--- src/rtl/pedestrian_scheduler.sv ---
// Frame-rate sequencer for the pedestrian sprites: erase, move strobe, redraw,
// one pedestrian at a time. Sole master of the single-pixel plot port.
module pedestrian_scheduler #(
  parameter int          N_PED      = 4,
  parameter int          TICK_DIV   = 833333,
  parameter logic [2:0]  PED_COLOUR = 3'b111
) (
  input  logic                 clk,
  input  logic                 reset,
  input  logic                 enable,
  input  logic [8*N_PED-1:0]   ped_x,
  input  logic [8*N_PED-1:0]   ped_y,
  input  logic [N_PED-1:0]     ped_dead,
  output logic [N_PED-1:0]     can_move,
  output logic                 plot,
  input  logic                 plot_ready,
  output logic [7:0]           plot_x,
  output logic [7:0]           plot_y,
  output logic [2:0]           plot_colour,
  output logic                 busy,
  output logic                 frame_done,
  output logic [7:0]           dead_count,
  output logic                 overrun
);

  localparam int IW = (N_PED > 1) ? $clog2(N_PED) : 1;
  localparam int DW = (TICK_DIV > 1) ? $clog2(TICK_DIV) : 1;

  localparam logic [2:0] S_IDLE   = 3'd0;
  localparam logic [2:0] S_ERASE  = 3'd1;
  localparam logic [2:0] S_MOVE   = 3'd2;
  localparam logic [2:0] S_SETTLE = 3'd3;
  localparam logic [2:0] S_DRAW   = 3'd4;
  localparam logic [2:0] S_NEXT   = 3'd5;

  logic [2:0]    state;
  logic [IW-1:0] idx;
  logic [3:0]    pix;
  logic [DW-1:0] div;
  logic          pending;
  logic          tick;
  logic          accept;
  logic          last_ped;
  logic [7:0]    cur_x;
  logic [7:0]    cur_y;
  logic          cur_dead;
  logic [7:0]    dead_q;
  logic          overrun_q;

  // Frame divider: freezes (does not clear) while the game is paused.
  assign tick = enable && (div == DW'(TICK_DIV - 1));

  always_ff @(posedge clk) begin
    if (reset) begin
      div <= '0;
    end else if (enable) begin
      div <= tick ? '0 : div + 1'b1;
    end
  end

  // Select the pedestrian currently being serviced.
  always_comb begin
    cur_x    = '0;
    cur_y    = '0;
    cur_dead = 1'b0;
    for (int k = 0; k < N_PED; k++) begin
      if (idx == IW'(k)) begin
        cur_x    = ped_x[8*k +: 8];
        cur_y    = ped_y[8*k +: 8];
        cur_dead = ped_dead[k];
      end
    end
  end

  assign plot     = (state == S_ERASE) || (state == S_DRAW);
  assign accept   = plot && plot_ready;
  assign last_ped = (idx == IW'(N_PED - 1));

  // Sprite addressing wraps mod 256; the pixel counter only moves on acceptance,
  // so the address is naturally held across stalls.
  assign plot_x      = plot ? (cur_x + {6'd0, pix[1:0]}) : 8'd0;
  assign plot_y      = plot ? (cur_y + {6'd0, pix[3:2]}) : 8'd0;
  assign plot_colour = (state == S_DRAW) ? PED_COLOUR : 3'b000;

  assign busy       = (state != S_IDLE);
  assign frame_done = (state == S_NEXT) && last_ped;
  assign dead_count = dead_q;
  assign overrun    = overrun_q;

  always_comb begin
    can_move = '0;
    if (state == S_MOVE) begin
      for (int k = 0; k < N_PED; k++) begin
        can_move[k] = (idx == IW'(k));
      end
    end
  end

  always_ff @(posedge clk) begin
    if (reset) begin
      state     <= S_IDLE;
      idx       <= '0;
      pix       <= '0;
      pending   <= 1'b0;
      overrun_q <= 1'b0;
      dead_q    <= '0;
    end else begin
      case (state)
        S_IDLE: begin
          if (tick || pending) begin
            state   <= S_ERASE;
            pending <= 1'b0;
          end
        end
        S_ERASE: begin
          if (accept) begin
            pix <= pix + 1'b1;
            if (pix == 4'd15) state <= S_MOVE;
          end
        end
        S_MOVE: begin
          state <= S_SETTLE;
        end
        S_SETTLE: begin
          if (cur_dead && (dead_q != 8'hFF)) dead_q <= dead_q + 8'd1;
          state <= S_DRAW;
        end
        S_DRAW: begin
          if (accept) begin
            pix <= pix + 1'b1;
            if (pix == 4'd15) state <= S_NEXT;
          end
        end
        S_NEXT: begin
          if (last_ped) begin
            idx   <= '0;
            state <= S_IDLE;
          end else begin
            idx   <= idx + 1'b1;
            state <= S_ERASE;
          end
        end
        default: begin
          state <= S_IDLE;
        end
      endcase

      // One tick may queue behind a running frame; a second one is lost.
      if ((state != S_IDLE) && tick) begin
        if (pending) overrun_q <= 1'b1;
        else         pending   <= 1'b1;
      end
    end
  end

endmodule

--- config.mk ---
export PLATFORM = sky130hd
export DESIGN_NAME = pedestrian_scheduler
export DESIGN_NICKNAME = d
export VERILOG_FILES = /design/src/rtl/pedestrian_scheduler.sv
export SDC_FILE = /design/constraint.sdc
export NUM_CORES = 1
export LEC_CHECK = 0
export CAP_MARGIN = 5
export CORE_AREA = 2 2 85 87
export CTS_BUF_LIST = sky130_fd_sc_hd__clkbuf_4 sky130_fd_sc_hd__clkbuf_8 sky130_fd_sc_hd__clkbuf_16
export CTS_CLUSTER_SIZE = 12
export DETAILED_ROUTE_END_ITERATION = 8
export DIE_AREA = 0 0 87 89
export PLACE_DENSITY = 0.78
export SYNTH_ARGS = -nofsm -noshare
export SYNTH_HDL_FRONTEND = slang
export SYNTH_SLANG_ARGS = --single-unit
--- constraint.sdc ---
create_clock -name clk -period 6.05 [get_ports clk]
set_clock_uncertainty 0.05 [all_clocks]
set_input_delay 0.9075 -clock clk [delete_from_list [all_inputs] [get_ports clk]]
set_output_delay 0.9075 -clock clk [all_outputs]
set_load 0.02 [all_outputs]
==> results.py, run 1 <==
metrics = {
    "yosys": {
        "async_reset_ff_frac": 0,
        "synthAdderAreaFrac": 0.0641,
        "synth-edff-count": 0,
        "synth_seq_cells": 39,
        "synth_top_family_by_area": "simple AND/OR/NAND/NOR gates",
        "synth_compound_area_frac": 0.206,
        "synthXorXnorAreaFrac": 0.0738,
        "synth_area_mm2": 0.00297,
        "synthCells": 368,
        "ys.flop_type": "dfxtp_1",
        "synth-seq-area-share": 0.263,
        "syn_avg_cell_area_um2": 8.06,
        "yosysWarnings": 0,
        "synth_fp_nets": 454,
        "yosys.area_share.simple": 0.285,
        "synth.distinct_cells": 56,
        "muxShareOfSynthArea": 0.0236,
    },
    "floorplan": {
        "rows": 30,
        "die_area_mm2": 0.00774,
        "core_mm2": 0.00672,
        "pin_count": 107,
        "start_util": 0.441,
        "dieWidth_um": 87,
        "die_y_um": 89,
    },
    "sta": {
        "fmax_mhz": 187,
        "hold_viol": 0,
        "timing.hold.ws_ns": 0.416,
        "min_period_over_period": 0.883,
        "rsz0062_at_grt": "false",
        "slew_headroom": 0.364,
        "worstMarginPinSlew_ns": 0.950,
        "drv_slew": 0,
        "finalCriticalPeriod_ns": 5.34,
        "setup_viol": 0,
        "finalSetupTns_ns": 0,
    },
    "setup_path": {
        "cpLargestDelayFamily": "adder cells",
        "crit_slowest_cell": "clkdlybuf4s50_1",
        "critPathBufInv": 3,
        "path_common_cell": "ha_1",
        "slowest_delay_ns": 0.64,
        "path_class": "flop to output port",
        "crit_chain": "ha_1 > buf_4 > a22oi_1 > nor2_1 > a21oi_1 > o21ai_0 > ha_1 > inv_1 > fa_1 > or3_4 > nor4_1 > mux2i_1 > clkdlybuf4s50_1",
        "crit_path_end_kind": "output port",
        "crit_required_ns": 5.09,
        "cp.arrival_ns": 4.39,
        "critPathLaunchType": "flop",
        "regToRegSetupSlack_ns": 3.48,
        "worstPathMaxFanout": 17,
    },
    "final_layout": {
        "nFillCells": 595,
        "insertedDiodeCount": 0,
        "fin_nets": 547,
        "final_cell_mix": "clkdlybuf4s50_1 (106), nor2_1 (40), dfxtp_1 (39)",
        "stdcell_area_mm2": 0.00409,
        "multi_input_area_mm2": 0.00194,
        "area_delta_synth_final_pct": 37.9,
        "area.sequential_um2": 781,
        "layout_commonest_cell": "clkdlybuf4s50_1",
        "drive_gt1_frac": 0.0671,
    },
    "clocking": {
        "clk_pin_slew_ns": 0.07,
        "h-tree-depth": 2,
        "cts_sinks": 39,
        "cts.repair.resized": 0,
        "cts_max_path_buffers": 2,
        "clock_latency_ns": 0.29,
        "cts_made_buffers": 5,
        "cts_root_buffer": "clkbuf_8",
        "cts_tree": "yes",
        "postCtsHoldBufs": 0,
        "post_cts_buffers": 0,
    },
    "power_and_ir_drop": {
        "p_leak_nw": 1.50,
        "total_power_mw": 0.523,
        "powerDensity_mw_per_mm2": 128,
        "irDropWorstVdd_mv": 0.172,
    },
    "grt": {
        "grt_use_total": 0.212,
        "grt_pass1_wl_um": 13200,
        "grt_pass1_vias": 2703,
        "antenna_found_initial": 0,
        "grt.overflow.total": 0,
        "grt_max_degree": 26,
    },
    "worst_hold_path": {
        "min_path_type": "flop to flop",
    },
    "route": {
        "drc": 0,
        "drt_iter0_markers": 115,
        "wl_um": 8450,
        "antenna_left": 0,
        "vias_per_cell": 5.52,
        "dr.pass1.iters": 4,
        "vias": 2993,
        "routedWlPerCell_um": 15.6,
    },
    "placement": {
        "dp_hpwl_um": 6680,
        "placed_area_mm2": 0.00399,
        "gp_congestion": 0.850,
        "io_buffers": 106,
    },
    "run": {
        "maxCapViolations": 0,
    },
    "run_status": {
        "outcome": "finished clean",
    },
}
[final cells by class]
type	instances	share of cell area
Tap cell	80	0.0245
Timing Repair Buffer	109	0.265
Clock inverter	2	0.00398
Clock buffer	6	0.0202
Sequential cell	39	0.191
Inverter	24	0.0220
Multi-Input combinational cell	282	0.473
[registers in the layout, indices dropped and copies added, names as in the netlist]
name        flops
div            20
idx             2
state           3
pix             4
pending         1
overrun         1
dead_count      8
[synth_stat cells, drive strengths merged (3+ instances only)]
library cell  instances  area, um^2
a221o                10         104
and2                  5        31.3
clkbuf                9        33.8
a21o                  4        30.0
dfxtp                39         781
nand2                23        86.3
a21oi                24         120
xor2                 14         123
mux2i                 7        70.1
or2                   4        25.0
nor2b                 4        27.5
a22oi                 4        30.0
or3                   9        66.3
nand3                12        60.1
xnor2                11        96.3
a221oi                6        77.6
inv                  24        90.1
nand4                11        68.8
nand3b                5        37.5
nor2                 40         150
nor4                  6        37.5
o221ai                4        53.8
o22a                  3        26.3
nor3                  7        35.0
or4                   6        48.8
nand2b                6        37.5
and3                 11        72.6
o31ai                 6        45.0
ha                   12         150
buf                  14         125
o21ai                 9        45.0
[routing by layer]
| layer | vias to the layer above | share of wire | GRT usage |
|---|---|---|---|
| li1 | 1511 | - | - |
| met1 | 1375 | 0.47 | 0.283 |
| met2 | 98 | 0.47 | 0.355 |
| met3 | 9 | 0.051 | 0.0332 |
| met4 | 0 | 0.015 | 0.0582 |
| met5 | - | 0 | 0 |
[path summary, 6_finish.rpt]
| kind | startpoint | endpoint | cells past startpoint |
|---|---|---|---|
| max | idx[0]$_SDFFE_PP0P_ | plot_y[6] | 13 |
| min | pending$_SDFF_PP0_ | pending$_SDFF_PP0_ | 2 |
| max reg2reg | idx[0]$_SDFFE_PP0P_ | dead_count[7]$_SDFFE_PP0P_ | 7 |
| min reg2reg | pending$_SDFF_PP0_ | pending$_SDFF_PP0_ | 2 |
[where the power goes]
part           switching [mW]  total [mW]  internal [mW]
logic                  0.0253      0.0771         0.0518
clock network          0.0945       0.187         0.0930
registers             0.00106       0.259          0.257
[kinds of logic after synthesis]
logic type | Yosys count
AO/OA/AOI/OAI | 80
XOR/XNOR | 25
adder cells (fa/ha/maj) | 14
buffers and inverters | 47
flip-flops | 39
multiplexers | 7
AND/OR/NAND/NOR | 156
[through the flow]
stage | std cells | worst slack (ns) | utilization
3_3_place_gp | 534 | 1.04 | 0.594
6_report | 542 | 0.707 | 0.609
5_1_grt | 542 | 0.454 | 0.609
4_1_cts | 542 | 0.723 | 0.609
3_5_place_dp | 534 | 0.927 | 0.594
2_1_floorplan | 368 | 1.96 | -
[worst register-to-register path, stage by stage, from the launching register on]
cell and delay, ns:
dfxtp_1 0.35, inv_1 0.09, ha_1 0.72, nand2_1 0.10
nand2_1 0.10, o211ai_1 0.35, or4_1 0.60, a21oi_1 0.14
Power figures use the tool's default switching activity.
==> inputs of run 2 (changes only) <==
Settings changed: SETUP_SLACK_MARGIN from default to 0.4.
==> results of run 2 <==
The final DEF is identical to that of run 1; final timing and power are the same.
==> inputs of run 3 (changes only) <==
Settings changed: REMOVE_ABC_BUFFERS from default to 1.
==> run 3 against run 2 <==
  * Critical path type unchanged
  * Critical endpoint unchanged
  * Non-clock buffer count did not move
  * Wire length decreased by 1.9%
  * Critical path depth unchanged
  * First-iteration DRC count is 3.5% lower
  * Sequential share of layout area up 0.11 points
  * Largest cell class unchanged
  * Sequential power about the same
  * Total power fell by 4.7%
==> results.py, run 3 (synthesis results as in run 1) <==
metrics = {
    "sta": {
        "worstMarginPinSlew_ns": 0.878,
        "finalSetupTns_ns": 0,
        "finalCriticalPeriod_ns": 5.09,
        "min_period_over_period": 0.842,
        "drv_slew": 0,
        "rsz0062_at_grt": "false",
        "fmax_mhz": 196,
        "hold_viol": 0,
        "slew_headroom": 0.412,
        "setup_viol": 0,
        "post-route-worst-setup-slack_ns": 0.957,
    },
    "final_layout": {
        "area_delta_synth_final_pct": 37.1,
        "area.sequential_um2": 781,
        "insertedDiodeCount": 0,
        "final_cell_mix": "clkdlybuf4s50_1 (106), nor2_1 (40), dfxtp_1 (39)",
        "regMostFlops": "div",
        "nFillCells": 605,
        "largest_register_ffs": 20,
        "fin_nets": 547,
        "layout_commonest_cell": "clkdlybuf4s50_1",
        "multi_input_area_mm2": 0.00194,
        "drive_gt1_frac": 0.0630,
    },
    "grt": {
        "grt.overflow.total": 0,
        "grt_max_degree": 26,
        "grt_use_total": 0.213,
        "antenna_found_initial": 0,
        "grt_pass1_vias": 2900,
        "grt_pass1_wl_um": 13400,
    },
    "floorplan": {
        "dieWidth_um": 87,
        "rows": 30,
        "core_mm2": 0.00672,
        "pin_count": 107,
        "start_util": 0.441,
        "die_y_um": 89,
        "die_area_mm2": 0.00774,
    },
    "clocking": {
        "post_cts_buffers": 0,
        "h-tree-depth": 2,
        "postCtsHoldBufs": 0,
        "clk_pin_slew_ns": 0.07,
        "clock_latency_ns": 0.29,
        "cts_root_buffer": "clkbuf_8",
        "cts.repair.resized": 0,
        "cts_made_buffers": 5,
        "cts_max_path_buffers": 2,
        "cts_tree": "yes",
        "cts_sinks": 39,
    },
    "setup_path": {
        "cp.arrival_ns": 4.14,
        "crit_slowest_cell": "clkdlybuf4s50_1",
        "crit_path_end_kind": "output port",
        "path_common_cell": "inv_1",
        "path_class": "flop to output port",
        "crit_required_ns": 5.09,
        "crit_chain": "inv_1 > ha_1 > nor2b_2 > buf_4 > a221oi_1 > nor3_1 > a21o_1 > inv_1 > fa_1 > or3_4 > nor4_1 > mux2i_1 > clkdlybuf4s50_1",
        "slowest_delay_ns": 0.62,
        "cpLargestDelayFamily": "simple AND/OR/NAND/NOR gates",
        "worstPathMaxFanout": 11,
        "critPathLaunchType": "flop",
        "critPathBufInv": 4,
    },
    "power_and_ir_drop": {
        "powerDensity_mw_per_mm2": 123,
        "irDropWorstVdd_mv": 0.143,
        "p_leak_nw": 1.49,
    },
    "route": {
        "antenna_left": 0,
        "vias_per_cell": 5.54,
        "dr.pass1.iters": 4,
        "drt_iter0_markers": 111,
        "drc": 0,
        "wl_um": 8290,
        "routedWlPerCell_um": 15.3,
        "vias": 2992,
    },
    "run_status": {
        "outcome": "finished clean",
    },
    "worst_hold_path": {
        "min_path_type": "flop to flop",
    },
    "placement": {
        "gp_congestion": 0.846,
        "io_buffers": 106,
        "pre_cts_ws_ns": 0.998,
        "dp_hpwl_um": 6500,
    },
    "run": {
        "maxCapViolations": 0,
    },
}
==> run 3: cell types whose count changed in the layout (fill, tap and decap cells not counted), sizes merged <==
cell      delta
clkinv       -1
clkinvlp     -1
==> run 3: path summary, 6_finish.rpt <==
path,start,end,slack [ns],cells after the start
hold / removal,pending$_SDFF_PP0_,pending$_SDFF_PP0_,0.42,2
setup / recovery,idx[0]$_SDFFE_PP0P_,plot_y[6],0.96,13
setup reg to reg,idx[0]$_SDFFE_PP0P_,dead_count[7]$_SDFFE_PP0P_,3.42,7
hold reg to reg,pending$_SDFF_PP0_,pending$_SDFF_PP0_,0.42,2
==> run 3: metal layers <==
layer	GRT usage	part of all wire	vias to the layer above
met5	0	0	-
met4	0.0597	0.015	0
met3	0.0499	0.086	9
met2	0.375	0.48	98
met1	0.261	0.42	1372
li1	-	-	1513
==> run 3: cell type report <==
cell class	instances	area share
inverters	24	0.0222
repair buffers	109	0.266
clock buffers	6	0.0188
well taps	80	0.0246
flip-flops and latches	39	0.192
multi-input cells	282	0.476
==> run 3: power breakdown <==
group          internal (mW)  switching [mW]
clock                 0.0813          0.0819
sequential             0.258         0.00105
combinational         0.0519          0.0249
==> run 3: tightest hold or removal path: cells and delay by family (launching register included) <==
kind                   cells  cell delay [ns]
AOI/OAI and AO/OA          1             0.05
buffers and inverters      1             0.05
DFF                        1             0.33
==> run 3: per-stage QoR <==
step | utilization | std cells | hold WS [ns] | power [mW] | area (um^2)
floorplan | - | 345 | 0.385 | 0.286 | 2810
global placement | 0.594 | 534 | 0.397 | 0.340 | 3990
detailed placement | 0.594 | 534 | 0.417 | 0.341 | 3990
CTS | 0.605 | 540 | 0.428 | 0.504 | 4070
global route | 0.605 | 540 | 0.447 | 0.519 | 4070
finish | 0.605 | 540 | 0.422 | 0.499 | 4070
